[src/rtl/rob_commit_unit.sv]
// rtl/rob_commit_unit.sv - multi-lane in-order ROB commit with store sequencing and flush
module rob_commit_unit #(
    parameter int data_width   = 16,
    parameter int tag_width    = 3,
    parameter int commit_width = 2
) (
    input  logic                               clk,
    input  logic                               reset_n,
    input  logic [commit_width-1:0]            head_valid,
    input  logic [commit_width-1:0]            head_ready,
    input  logic [4*commit_width-1:0]          head_opcode,
    input  logic [3*commit_width-1:0]          head_dest,
    input  logic [data_width*commit_width-1:0] head_value,
    input  logic [data_width*commit_width-1:0] head_addr,
    input  logic [tag_width*commit_width-1:0]  head_tag,
    input  logic [commit_width-1:0]            head_mispredict,
    input  logic                               dmem_resp,
    output logic [commit_width-1:0]            rf_we,
    output logic [3*commit_width-1:0]          rf_dest,
    output logic [data_width*commit_width-1:0] rf_value,
    output logic [commit_width-1:0]            rf_clr_tag,
    output logic [tag_width*commit_width-1:0]  rf_tag,
    output logic                               dmem_write,
    output logic [data_width-1:0]              dmem_address,
    output logic [data_width-1:0]              dmem_wdata,
    output logic                               dmem_read,
    output logic [$clog2(commit_width+1)-1:0]  RE_count,
    output logic                               flush_out,
    output logic [31:0]                        retired_count
);

    localparam int cnt_width = $clog2(commit_width + 1);

    // LC-3b opcode encodings relevant to retirement (STR is the plain store)
    localparam logic [3:0] op_add  = 4'b0001;
    localparam logic [3:0] op_ldb  = 4'b0010;
    localparam logic [3:0] op_stb  = 4'b0011;
    localparam logic [3:0] op_and  = 4'b0101;
    localparam logic [3:0] op_ldr  = 4'b0110;
    localparam logic [3:0] op_str  = 4'b0111;
    localparam logic [3:0] op_not  = 4'b1001;
    localparam logic [3:0] op_ldi  = 4'b1010;
    localparam logic [3:0] op_sti  = 4'b1011;
    localparam logic [3:0] op_shf  = 4'b1101;
    localparam logic [3:0] op_lea  = 4'b1110;
    localparam logic [3:0] op_trap = 4'b1111;

    typedef enum logic [0:0] {
        IDLE   = 1'b0,
        ST_REQ = 1'b1
    } state_t;

    state_t                  state;
    state_t                  state_next;
    logic [commit_width-1:0] lane_store;
    logic [commit_width-1:0] lane_regw;
    logic [commit_width-1:0] lane_commit;
    logic [cnt_width-1:0]    commit_cnt;
    logic                    chain_ok;
    logic                    store_start;
    logic                    flush_set;

    function automatic logic op_is_store(input logic [3:0] op);
        return (op == op_str) || (op == op_stb) || (op == op_sti);
    endfunction

    function automatic logic op_is_regw(input logic [3:0] op);
        return (op == op_add) || (op == op_and) || (op == op_not) ||
               (op == op_ldr) || (op == op_ldb) || (op == op_ldi) ||
               (op == op_lea) || (op == op_shf) || (op == op_trap);
    endfunction

    // Upper-lane store addresses are never consumed: a store only issues from lane 0
    generate
        if (commit_width > 1) begin : g_unused
            logic unused_addr;
            assign unused_addr = ^head_addr[data_width*commit_width-1:data_width];
        end
    endgenerate

    assign dmem_read = 1'b0;

    // Per-lane opcode classification
    always_comb begin
        lane_store = '0;
        lane_regw  = '0;
        for (int i = 0; i < commit_width; i++) begin
            lane_store[i] = op_is_store(head_opcode[i*4 +: 4]);
            lane_regw[i]  = op_is_regw(head_opcode[i*4 +: 4]);
        end
    end

    // FSM state register
    always_ff @(posedge clk) begin
        if (!reset_n) begin
            state <= IDLE;
        end else begin
            state <= state_next;
        end
    end

    // FSM next-state: start a store from lane 0, finish it on the cache response
    always_comb begin
        state_next = state;
        case (state)
            IDLE:    if (store_start) state_next = ST_REQ;
            ST_REQ:  if (dmem_resp)   state_next = IDLE;
            default: state_next = IDLE;
        endcase
    end

    // FSM outputs: longest ready prefix stopping at stores and after a mispredict
    always_comb begin
        lane_commit = '0;
        commit_cnt  = '0;
        chain_ok    = 1'b1;
        store_start = 1'b0;
        flush_set   = 1'b0;
        rf_we       = '0;
        rf_clr_tag  = '0;
        rf_dest     = '0;
        rf_value    = '0;
        rf_tag      = '0;
        RE_count    = '0;
        if (reset_n) begin
            rf_dest  = head_dest;
            rf_value = head_value;
            rf_tag   = head_tag;
            case (state)
                IDLE: begin
                    // The cycle after a flush the ROB contents are being discarded
                    if (!flush_out) begin
                        for (int i = 0; i < commit_width; i++) begin
                            lane_commit[i] = chain_ok & head_valid[i] & head_ready[i] & ~lane_store[i];
                            chain_ok       = lane_commit[i] & ~head_mispredict[i];
                            commit_cnt     = commit_cnt + cnt_width'(lane_commit[i]);
                        end
                        store_start = head_valid[0] & head_ready[0] & lane_store[0];
                    end
                    RE_count = commit_cnt;
                end
                ST_REQ: begin
                    // The store dequeues on its response; it has no register tag to clear
                    if (dmem_resp) RE_count = cnt_width'(1);
                end
                default: RE_count = '0;
            endcase
            rf_we      = lane_commit & lane_regw;
            rf_clr_tag = lane_commit & lane_regw;
            flush_set  = |(lane_commit & head_mispredict);
        end
    end

    // Registered store request, flush pulse and retire counter
    always_ff @(posedge clk) begin
        if (!reset_n) begin
            dmem_write    <= 1'b0;
            dmem_address  <= '0;
            dmem_wdata    <= '0;
            flush_out     <= 1'b0;
            retired_count <= '0;
        end else begin
            dmem_write <= (state_next == ST_REQ);
            if (store_start) begin
                dmem_address <= head_addr[data_width-1:0];
                dmem_wdata   <= head_value[data_width-1:0];
            end
            flush_out     <= flush_set;
            retired_count <= retired_count + 32'(RE_count);
        end
    end

endmodule
[config.mk]
export PLATFORM = sky130hd
export DESIGN_NAME = rob_commit_unit
export DESIGN_NICKNAME = d
export VERILOG_FILES = /design/src/rtl/rob_commit_unit.sv
export SDC_FILE = /design/constraint.sdc
export NUM_CORES = 1
export LEC_CHECK = 0
export BUFFER_PORTS_ARGS = -buffer_cell sky130_fd_sc_hd__buf_4
export CAP_MARGIN = 20
export CORE_MARGIN = 8
export CORE_UTILIZATION = 45
export CTS_CLUSTER_SIZE = 24
export DETAILED_ROUTE_END_ITERATION = 10
export PLACE_DENSITY_LB_ADDON = 0.3
export SYNTH_ARGS = -nofsm -noshare
export SYNTH_HDL_FRONTEND = slang
export SYNTH_SLANG_ARGS = --single-unit
[constraint.sdc]
create_clock -name clk -period 6.9 [get_ports clk]
set_input_delay 1.035 -clock clk [delete_from_list [all_inputs] [get_ports clk]]
set_output_delay 1.035 -clock clk [all_outputs]
set_load 0.02 [all_outputs]
# Yosys cells after proc, flatten, opt, wreduce, memory -nomap -nowiden
# Index checks and enable logic that the tools add are counted.
# classes
add_sub_neg,2
n_eq_ne,24
mux,17
n_bitwise,13
n_reduce_logical,21
# op_table
operator,count
$eq 4x4->1 const B,12
$add 32x2->32,1
$mux 32,1
$eq 4x3->1 const B,6
$logic_or 1x1->1,20
$eq 4x2->1 const B,4
$mux 2,6
$mux 6,2
$eq 4x1->1 const B,2
$and 1x1->1,7
$mux 1,6
$and 2x2->2,2
$not 1->1,4
$pmux 2 s2,1
$add 1x1->2,1
$pmux 1 s2,1
$reduce_or 2->1,1
# totals
regBits,66

# Logic depth before layout (Yosys ltp)
# Gate-level depths: netlist of run 1.
# depth
depth_word,14
depth_mapped,15
mapped_depth_nobuf,13

# Worst setup path after synthesis of run 1
# OpenSTA, ideal clock, no wires.
# synth_path
path_kind,input-to-reg
start,input head_opcode[2]
end,register retired_count[30]
setup_time_ns,0.070
arrival_time_ns,3.926
required_time_ns,6.830
path_slack_ns,2.903
stages,15
path_buffers,2
path_cell_list,nand2_1 -> a31o_2 -> nor4_1 -> ha_1 -> a22oi_1 -> nor2_1 -> ha_1 -> inv_1 -> fa_1 -> nor2b_1 -> buf_2 -> nand2_1 -> clkbuf_1 -> or4_1 -> a21oi_1
# synth_between
elab_chain_cells,14
word_cells_on_any_way,16
cone_classes,add/sub (2); eq/ne (3); mux (3); bitwise (6); reduce/logical (2)
# synth_lines
item,line_no,text
from (decl),11,"input logic [4*commit_width-1:0] head_opcode,"
$eq 4x3->1 / $eq 4x2->1 (equally long branches),64,return (op == op_str) || (op == op_stb) || (op == op_sti);
$logic_or 1x1->1,64,
$logic_or 1x1->1 (*),64,
$not 1->1 (*),134,lane_commit[i] = chain_ok & head_valid[i] & head_ready[i] & ~lane_store[i];
$and 1x1->1 (*),134,
$and 1x1->1,135,chain_ok = lane_commit[i] & ~head_mispredict[i];
$and 1x1->1 (3 in series),134,
$add 1x1->2 (*),136,commit_cnt = commit_cnt + cnt_width'(lane_commit[i]);
$mux 2 (*),132,if (!flush_out) begin
$pmux 2 s2 (*),129,case (state)
$mux 2 (*),125,if (reset_n) begin
via RE_count[0],27,"output logic [$clog2(commit_width+1)-1:0] RE_count,"
$add 32x2->32 (*),169,retired_count <= retired_count + 32'(RE_count);
to (signal assigned),169,
to (decl),29,output logic [31:0] retired_count
# Mark *: on every way through the listed nets, which the timed path passes. The rest lies on a longest branch.
# A chain may end at the register's enable or synchronous reset.

# Worst setup path after layout of run 1
# layout_path
start,input head_valid[0]
end,register retired_count[28]
# layout_between
elab_chain_cells,11
# layout_lines
item,line_no,text
from (decl),9,"input logic [commit_width-1:0] head_valid,"
$and 1x1->1 (*) (2 in series),134,
$and 1x1->1,135,
$and 1x1->1 (3 in series),134,
$add 1x1->2 (*),136,
$mux 2 (*),132,
$pmux 2 s2 (*),129,
$mux 2 (*),125,
$add 32x2->32 (*),169,
# Mark *: on every way between the ends. The rest lies on a longest branch, timed or not.

==> impl_metrics.env, run 1 <==
export IMPL_critPathTopFamily="simple AND/OR/NAND/NOR gates"
export IMPL_cp_num_buf_inv=2
export IMPL_cp_start_kind="input port"
export IMPL_synth_warnings=0
export IMPL_hold_buffers=0
export IMPL_grt_setup_unrepaired="no"
export IMPL_cts_tree="built"
export IMPL_critPathRequiredTime_ns=7.15
export IMPL_finalCriticalPeriod_ns=4.24
export IMPL_leakagePower_nw=2.10
export IMPL_die_x_um=99.8
export IMPL_synthFlopType="dfxtp_1"
export IMPL_grt_max_degree=65
export IMPL_num_rows=30
export IMPL_synth_largest_area_cell="dfxtp_1"
export IMPL_netlist_area_mm2=0.00316
export IMPL_fmax_mhz=236
export IMPL_drt_iter0_markers=110
export IMPL_ir_drop_v=0.000136
export IMPL_vias=3496
export IMPL_slew_viol_final=0
export IMPL_critical_path_class="input port to flip-flop"
export IMPL_fin_nets=677
export IMPL_grt_usage=0.217
export IMPL_final_setup_skew_ns=0.00749
export IMPL_finalSetupViolCount=0
export IMPL_crit_arrival_ns=4.49
export IMPL_antenna_cells=0
export IMPL_drive_gt1_frac=0.365
export IMPL_clock_latency_ns=0.33
export IMPL_end_kind="flip-flop"
export IMPL_synthTopCellsByCount="nand2_1 (84), dfxtp_1 (66), a21oi_1 (54), and2_1 (48)"
export IMPL_syn_area_per_cell_um2=7.89
export IMPL_post_cts_buffers=0
export IMPL_vias_per_cell=5.15
export IMPL_start_util=0.466
export IMPL_min_period_over_period=0.614
export IMPL_routabilityCongestion=0.819
export IMPL_hpwl_mm=8.46
export IMPL_gr_total_overflow=0
export IMPL_core_area_mm2=0.00679
export IMPL_min_path_type="flip-flop to flip-flop"
export IMPL_die_h_um=99.8
export IMPL_syn_num_nets=498
export IMPL_worst_pin_slew_ns=0.830
export IMPL_dieArea_mm2=0.00997
export IMPL_crit_chain="buf_4 > nand2_1 > a31o_2 > nor4_1 > ha_1 > a22oi_1 > nor2_1 > ha_1 > inv_1 > fa_1 > nor2b_1 > nand2_1 > or4_1 > a21oi_1"
export IMPL_synth_top_area_share=0.418
export IMPL_stdcell_area_mm2=0.00481
export IMPL_fin_tns_setup_ns=0
export IMPL_drc=0
export IMPL_cts_resized=0
export IMPL_synth_most_common_cell="nand2_1"
export IMPL_crit_path_max_incr_delay_ns=0.60
export IMPL_cp_slowest_cell="or4_1"
export IMPL_htree_levels=3
export IMPL_clk_transition_reported_paths_ns=0.07
export IMPL_cts_root_buf="clkbuf_8"
export IMPL_place_area_mm2=0.00459
export IMPL_ant_nets=0
export IMPL_grt_pass1_wl_mm=17.6
export IMPL_synthDistinctLibCells=37
export IMPL_dr_pass1_iters=5
export IMPL_cts_buffers=9
export IMPL_clkSinkCount=66
export IMPL_synth_edf_count=0
export IMPL_cp_max_fo=16
export IMPL_io_buffers=192
export IMPL_run_status="complete, no violations"
export IMPL_drv_cap=0
export IMPL_antenna_found_initial=0
export IMPL_syn2layout_area_growth_pct=52.2
export IMPL_synth_seq_cells=66
export IMPL_clock_path_buffers=2
export IMPL_async_flop_share=0
export IMPL_synth_seq_area_share=0.418
export IMPL_routedWlPerCell_um=16.3
export IMPL_synth_area_top_cells="dfxtp_1 (42%), nand2_1 (10%), and2_1 (9.5%)"
export IMPL_wl_mm=11.0
export IMPL_power_density_mw_per_mm2=161
export IMPL_grt_pass1_vias=3508
export IMPL_hold_viol_final=0
export IMPL_io_pins=210
export IMPL_postSynthCellCount=401
export IMPL_slew_limit_headroom=0.445
-- power by group --
| group | internal (mW) | switching, mW | total, mW |
|---|---|---|---|
| clock | 0.135 | 0.137 | 0.272 |
| sequential | 0.384 | 0.00167 | 0.385 |
| combinational | 0.0601 | 0.0576 | 0.118 |
| total | 0.579 | 0.197 | 0.775 |
-- cell usage in the layout (no fill, tap or decap), types with 3 or more instances in the layout --
cell type,synthesis,routed
inv_1,6,6
or4_1,14,14
nor3_1,3,3
nand3_1,8,8
and2_1,48,48
or3_1,6,6
and3_1,5,5
o21ai_0,8,8
clkbuf_8,0,10
dfxtp_1,66,66
and4_1,4,4
nor2_1,13,13
nand4_1,12,12
xor2_1,8,8
a21oi_1,54,54
nand2_1,84,84
ha_1,3,3
o31ai_1,14,14
buf_4,3,193
-- state kept, by name, summed over array words and instances (netlist names) --
| signal | flops |
|---|---|
| retired_count | 32 |
| dmem_address | 16 |
| dmem_wdata | 16 |
| dmem_write | 1 |
| flush_out | 1 |
-- logic make-up (layout without fill, tap and decap cells) --
| logic type | count (synthesis) | after routing | share of synthesized area |
|---|---|---|---|
| flip-flops | 66 | 66 | 0.418 |
| AO/OA/AOI/OAI | 79 | 79 | 0.139 |
| XOR/XNOR | 8 | 8 | 0.0222 |
| buffers and inverters | 35 | 217 | 0.0550 |
| multiplexers | 1 | 1 | 0.00316 |
| other | 1 | 1 | 0.00119 |
| adder cells (fa/ha/maj) | 4 | 4 | 0.0182 |
| AND/OR/NAND/NOR | 207 | 207 | 0.344 |
-- stage by stage --
stage | hold slack [ns] | total power [mW] | instances | setup WS, ns | util
floorplan | 0.533 | 0.444 | 401 | 2.90 | -
global placement | 0.442 | 0.508 | 662 | 2.46 | 0.676
detailed placement | 0.450 | 0.510 | 662 | 2.31 | 0.676
CTS | 0.459 | 0.781 | 676 | 2.61 | 0.699
global route | 0.476 | 0.806 | 679 | 2.34 | 0.709
finish | 0.458 | 0.775 | 679 | 2.66 | 0.709
-- area by class of cell --
cell class,count,area (um2)
Tap cell,96,120
Fill cell,583,1980
Inverter,7,26.3
Sequential cell,66,1320
Clock inverter,3,17.5
Clock buffer,11,141
Multi-Input combinational cell,300,1680
Timing Repair Buffer,196,1510
-- tightest hold or removal path, delay by kind of cell (launching register included) --
| family | cells | cell delay [ns] |
|---|---|---|
| AND/OR/NAND/NOR | 1 | 0.05 |
| flip-flops | 1 | 0.31 |
| AO/OA/AOI/OAI | 1 | 0.05 |
-- routing by layer --
layer,global-route usage,vias up,wire length (um)
met1,0.224,1632,4140
met2,0.380,126,5670
met4,0.0512,0,95
li1,-,1730,-
met5,0,-,0
met3,0.110,8,1130
-- worst paths after layout --
kind            startpoint                end  slack (ns)  cells after the start
min          dmem_wdata[1]      dmem_wdata[1]        0.46                      2
max reg2reg     dmem_write  retired_count[28]        3.90                      9
min reg2reg  dmem_wdata[1]      dmem_wdata[1]        0.46                      2
max          head_valid[0]  retired_count[28]        2.66                     14
No activity file was read; power rests on OpenSTA's default activity.
==> inputs of run 2 (changes only) <==
- CORE_UTILIZATION: 45 -> 38
- clock period: 6.9 -> 3.47 ns (I/O delays scaled with it)
==> run 2 against run 1 <==
  * Clock skew up 0.0010 ns
  * Critical endpoint is now retired_count[22]
  * Critical path type unchanged
  * Highest routed layer unchanged
  * Sequential power is 99% higher
  * Die area increased by 15%
==> impl_metrics.env, run 2 (synthesized netlist as in run 1, its figures left out) <==
export IMPL_run_status="complete, no violations"
export IMPL_cp_start_kind="input port"
export IMPL_reg_top3="retired_count (32), dmem_address (16), dmem_wdata (16)"
export IMPL_hpwl_mm=8.28
export IMPL_dpl_worst_slack_ns=-0.0935
export IMPL_drive_gt1_frac=0.377
export IMPL_dr_pass1_iters=4
export IMPL_grt_max_degree=52
export IMPL_die_x_um=107
export IMPL_grt_pass1_wl_mm=16.9
export IMPL_dr_wl_met2_mm=5.41
export IMPL_cp_max_fo=16
export IMPL_hold_buffers=0
export IMPL_start_util=0.389
export IMPL_critical_path_class="input port to flip-flop"
export IMPL_finalSetupViolCount=0
export IMPL_drv_cap=0
export IMPL_final_cell_mix="buf_4 (200), nand2_1 (83), dfxtp_1 (66)"
export IMPL_p_total_mw=1.71
export IMPL_final_setup_skew_ns=0.00849
export IMPL_worst_pin_slew_ns=0.564
export IMPL_cts_root_buf="clkbuf_8"
export IMPL_grt_setup_unrepaired="no"
export IMPL_routedWlPerCell_um=15.4
export IMPL_dp_cells=678
export IMPL_wl_met1_mm=4.34
export IMPL_hold_viol_final=0
export IMPL_largest_reg_flops=32
export IMPL_min_path_type="input port to flip-flop"
export IMPL_io_buffers=192
export IMPL_crit_arrival_ns=3.32
export IMPL_drc=0
export IMPL_dieArea_mm2=0.0115
export IMPL_finalNonFillerCells=694
export IMPL_vias=3448
export IMPL_gr_total_overflow=0
export IMPL_routed_top_layer="met4"
export IMPL_clock_latency_ns=0.33
export IMPL_leakagePower_nw=2.13
export IMPL_slew_limit_headroom=0.624
export IMPL_power_density_mw_per_mm2=349
export IMPL_cts_resized=0
export IMPL_ant_nets=0
export IMPL_io_pins=210
export IMPL_end_kind="flip-flop"
export IMPL_antenna_cells=0
export IMPL_fin_nets=681
export IMPL_min_period_over_period=0.885
export IMPL_cts_buffers=9
export IMPL_layout_setup_ws_ns=0.399
export IMPL_finalCriticalPeriod_ns=3.07
export IMPL_post_cts_buffers=0
export IMPL_fin_util=0.601
export IMPL_regMostFlops="retired_count"
export IMPL_num_rows=33
export IMPL_htree_levels=3
export IMPL_drt_iter0_markers=69
export IMPL_wl_mm=10.7
export IMPL_critPathRequiredTime_ns=3.72
export IMPL_clk_transition_reported_paths_ns=0.07
export IMPL_antenna_found_initial=0
export IMPL_fin_tns_setup_ns=0
export IMPL_die_h_um=107
export IMPL_clkSinkCount=66
export IMPL_slew_viol_final=0
export IMPL_vias_per_cell=4.97
export IMPL_syn2layout_area_growth_pct=54.5
export IMPL_grt_pass1_vias=3340
export IMPL_grt_usage=0.182
export IMPL_routabilityCongestion=0.823
export IMPL_fmax_mhz=326
export IMPL_ir_drop_v=0.000147
export IMPL_core_area_mm2=0.00813
export IMPL_fin_hold_ws_ns=0.390
export IMPL_place_area_mm2=0.00466
export IMPL_stdcell_area_mm2=0.00489
export IMPL_dr_wl_met3_um=852
export IMPL_final_common_cell="buf_4"
export IMPL_clock_path_buffers=2
export IMPL_cts_tree="built"
==> run 2: changes by cell type in the layout (fill, tap and decap cells not counted) <==
cell,previous run,this run
buf_12,1,0
buf_16,1,0
buf_4,193,200
buf_8,1,0
bufinv_16,0,2
nand2_1,84,83
nand2_2,0,1
nor2_1,13,12
nor2_2,0,1
nor4_1,2,1
nor4_2,0,1
==> run 2: worst paths after layout <==
kind                            cells past startpoint  slack (ns)            start                 to
worst min-delay path                                2        0.39        dmem_resp         dmem_write
worst max register to register                      9        0.97       dmem_write  retired_count[22]
worst min register to register                      2        0.45  dmem_address[3]    dmem_address[3]
worst max-delay path                               14        0.40   head_opcode[2]  retired_count[22]
==> run 2: metal layers <==
| layer | GRT usage | vias to the layer above |
|---|---|---|
| met5 | 0 | - |
| met4 | 0.0603 | 0 |
| met3 | 0.0720 | 7 |
| li1 | - | 1737 |
| met2 | 0.313 | 101 |
| met1 | 0.200 | 1603 |
==> run 2: area by class of cell <==
class | count | area [um2]
clock buffers | 11 | 141
clock inverters | 5 | 77.6
fillers | 758 | 3250
inverters | 7 | 26.3
multi-input cells | 300 | 1690
flip-flops and latches | 66 | 1320
well taps | 105 | 131
repair buffers | 200 | 1500
==> run 2: report_power, final <==
| part | total, mW | internal, mW | leakage (nW) | switching (mW) |
|---|---|---|---|---|
| Sequential | 0.766 | 0.762 | 0.532 | 0.00321 |
| Combinational | 0.233 | 0.119 | 1.49 | 0.114 |
| Clock | 0.709 | 0.422 | 0.109 | 0.287 |
| Total | 1.71 | 1.30 | 2.13 | 0.404 |
==> run 2: critical path, cell delays in order <==
cell	delay, ns
buf_4	0.07
nand2_1	0.07
a31o_2	0.28
nor4_2	0.29
ha_1	0.17
a22oi_1	0.07
nor2_2	0.13
ha_1	0.20
inv_1	0.06
fa_1	0.39
nor2b_1	0.19
nand2_2	0.20
or4_1	0.52
a21oi_1	0.15
==> inputs of run 3 (changes only) <==
- CTS_BUF_LIST: not set -> sky130_fd_sc_hd__clkbuf_4 sky130_fd_sc_hd__clkbuf_8 sky130_fd_sc_hd__clkbuf_16
==> run 3 against run 2 <==
  * Global-route usage down 0.076 points
  * Non-clock buffer count unchanged
  * Clock-buffer cell count unchanged
  * Final area about the same
  * Clock power up 1%
  * Sequential cell count unchanged
  * First-iteration DRC count up 22%
==> impl_metrics.env, run 3 (synthesized netlist as in run 1, its figures left out) <==
export IMPL_finalNonFillerCells=694
export IMPL_grt_usage=0.182
export IMPL_cts_tree="built"
export IMPL_clock_latency_ns=0.33
export IMPL_grt_pass1_wl_mm=16.9
export IMPL_largest_reg_flops=32
export IMPL_fin_util=0.601
export IMPL_vias=3450
export IMPL_p_clk_frac=0.419
export IMPL_fin_tns_setup_ns=0
export IMPL_worst_pin_slew_ns=0.552
export IMPL_core_area_mm2=0.00813
export IMPL_grt_max_degree=52
export IMPL_vias_per_cell=4.97
export IMPL_critPathRequiredTime_ns=3.73
export IMPL_min_period_over_period=0.882
export IMPL_cts_buffers=9
export IMPL_fin_nets=681
export IMPL_drt_iter0_markers=84
export IMPL_io_buffers=192
export IMPL_num_rows=33
export IMPL_routabilityCongestion=0.823
export IMPL_dr_pass1_iters=5
export IMPL_cp_start_kind="input port"
export IMPL_final_setup_skew_ns=0.00871
export IMPL_die_x_um=107
export IMPL_ir_drop_v=0.000147
export IMPL_hold_viol_final=0
export IMPL_p_total_mw=1.72
export IMPL_clk_transition_reported_paths_ns=0.07
export IMPL_critical_path_class="input port to flip-flop"
export IMPL_drv_cap=0
export IMPL_power_density_mw_per_mm2=351
export IMPL_start_util=0.389
export IMPL_post_cts_buffers=0
export IMPL_antenna_cells=0
export IMPL_reg_top3="retired_count (32), dmem_address (16), dmem_wdata (16)"
export IMPL_cts_root_buf="clkbuf_8"
export IMPL_finalCriticalPeriod_ns=3.06
export IMPL_htree_levels=3
export IMPL_gr_total_overflow=0
export IMPL_power_internal_mw=1.31
export IMPL_layout_setup_ws_ns=0.409
export IMPL_crit_arrival_ns=3.32
export IMPL_slew_limit_headroom=0.632
export IMPL_switching_share=0.236
export IMPL_slew_viol_final=0
export IMPL_place_area_mm2=0.00466
export IMPL_die_h_um=107
export IMPL_dieArea_mm2=0.0115
export IMPL_hpwl_mm=8.28
export IMPL_end_kind="flip-flop"
export IMPL_clock_path_buffers=2
export IMPL_run_status="complete, no violations"
export IMPL_pwr_share_seq=0.446
export IMPL_pwr_share_comb=0.135
export IMPL_drc=0
export IMPL_routedWlPerCell_um=15.4
export IMPL_io_pins=210
export IMPL_grt_pass1_vias=3313
export IMPL_min_path_type="input port to flip-flop"
export IMPL_wl_mm=10.7
export IMPL_stdcell_area_mm2=0.00489
export IMPL_dp_cells=678
export IMPL_leakagePower_nw=2.13
export IMPL_fin_hold_ws_ns=0.387
export IMPL_fmax_mhz=327
export IMPL_drive_gt1_frac=0.379
export IMPL_final_common_cell="buf_4"
export IMPL_ant_nets=0
export IMPL_syn2layout_area_growth_pct=54.6
export IMPL_regMostFlops="retired_count"
export IMPL_grt_setup_unrepaired="no"
export IMPL_dpl_worst_slack_ns=-0.0935
export IMPL_hold_buffers=0
export IMPL_finalSetupViolCount=0
export IMPL_cp_max_fo=16
export IMPL_antenna_found_initial=0
export IMPL_power_switching_uw=406
export IMPL_final_cell_mix="buf_4 (200), nand2_1 (83), dfxtp_1 (66)"
export IMPL_clkSinkCount=66
run 3: changes by cell type in the layout (fill, tap and decap cells not counted):
cell      delta
clkbuf_1     -1
clkbuf_4     +1
run 3: path summary, 6_finish.rpt:
path	start	slack, ns	cells after the start	end
worst max register to register	dmem_write	0.98	9	retired_count[22]
worst min-delay path	dmem_resp	0.39	2	dmem_write
worst min register to register	dmem_address[3]	0.45	2	dmem_address[3]
worst max-delay path	head_opcode[2]	0.41	14	retired_count[22]
run 3: metal layers:
layer	global-route usage	wire [um]
met5	0	0
met4	0.0513	103
met3	0.0756	907
met2	0.311	5430
met1	0.202	4240
run 3: layout make-up:
class | count | area (um2)
Timing Repair Buffer | 200 | 1500
Sequential cell | 66 | 1320
Fill cell | 757 | 3240
Multi-Input combinational cell | 300 | 1690
Inverter | 7 | 26.3
Clock inverter | 5 | 77.6
Tap cell | 105 | 131
Clock buffer | 11 | 145
run 3: worst max-delay path, cell delays in order:
cell and delay (ns):
buf_4 0.07, nand2_1 0.07, a31o_2 0.28, nor4_2 0.29, ha_1 0.17, a22oi_1 0.07, nor2_2 0.13, ha_1 0.19
inv_1 0.06, fa_1 0.39, nor2b_1 0.19, nand2_2 0.20, or4_1 0.51, a21oi_1 0.15
run 3: power groups by stage:
stage	Clock [mW]	Combinational, mW	Sequential (mW)
6_report	0.719	0.233	0.766
3_3_place_gp	0	0.231	0.783
5_1_grt	0.778	0.248	0.766
2_1_floorplan	0	0.0937	0.789
4_1_cts	0.737	0.235	0.765
3_5_place_dp	0	0.234	0.783
run 3: repair_timing:
action,in CTS,in global routing
endpoints found under the setup margin,0,8
gates resized for setup,0,2
endpoints found under the hold margin,0,0
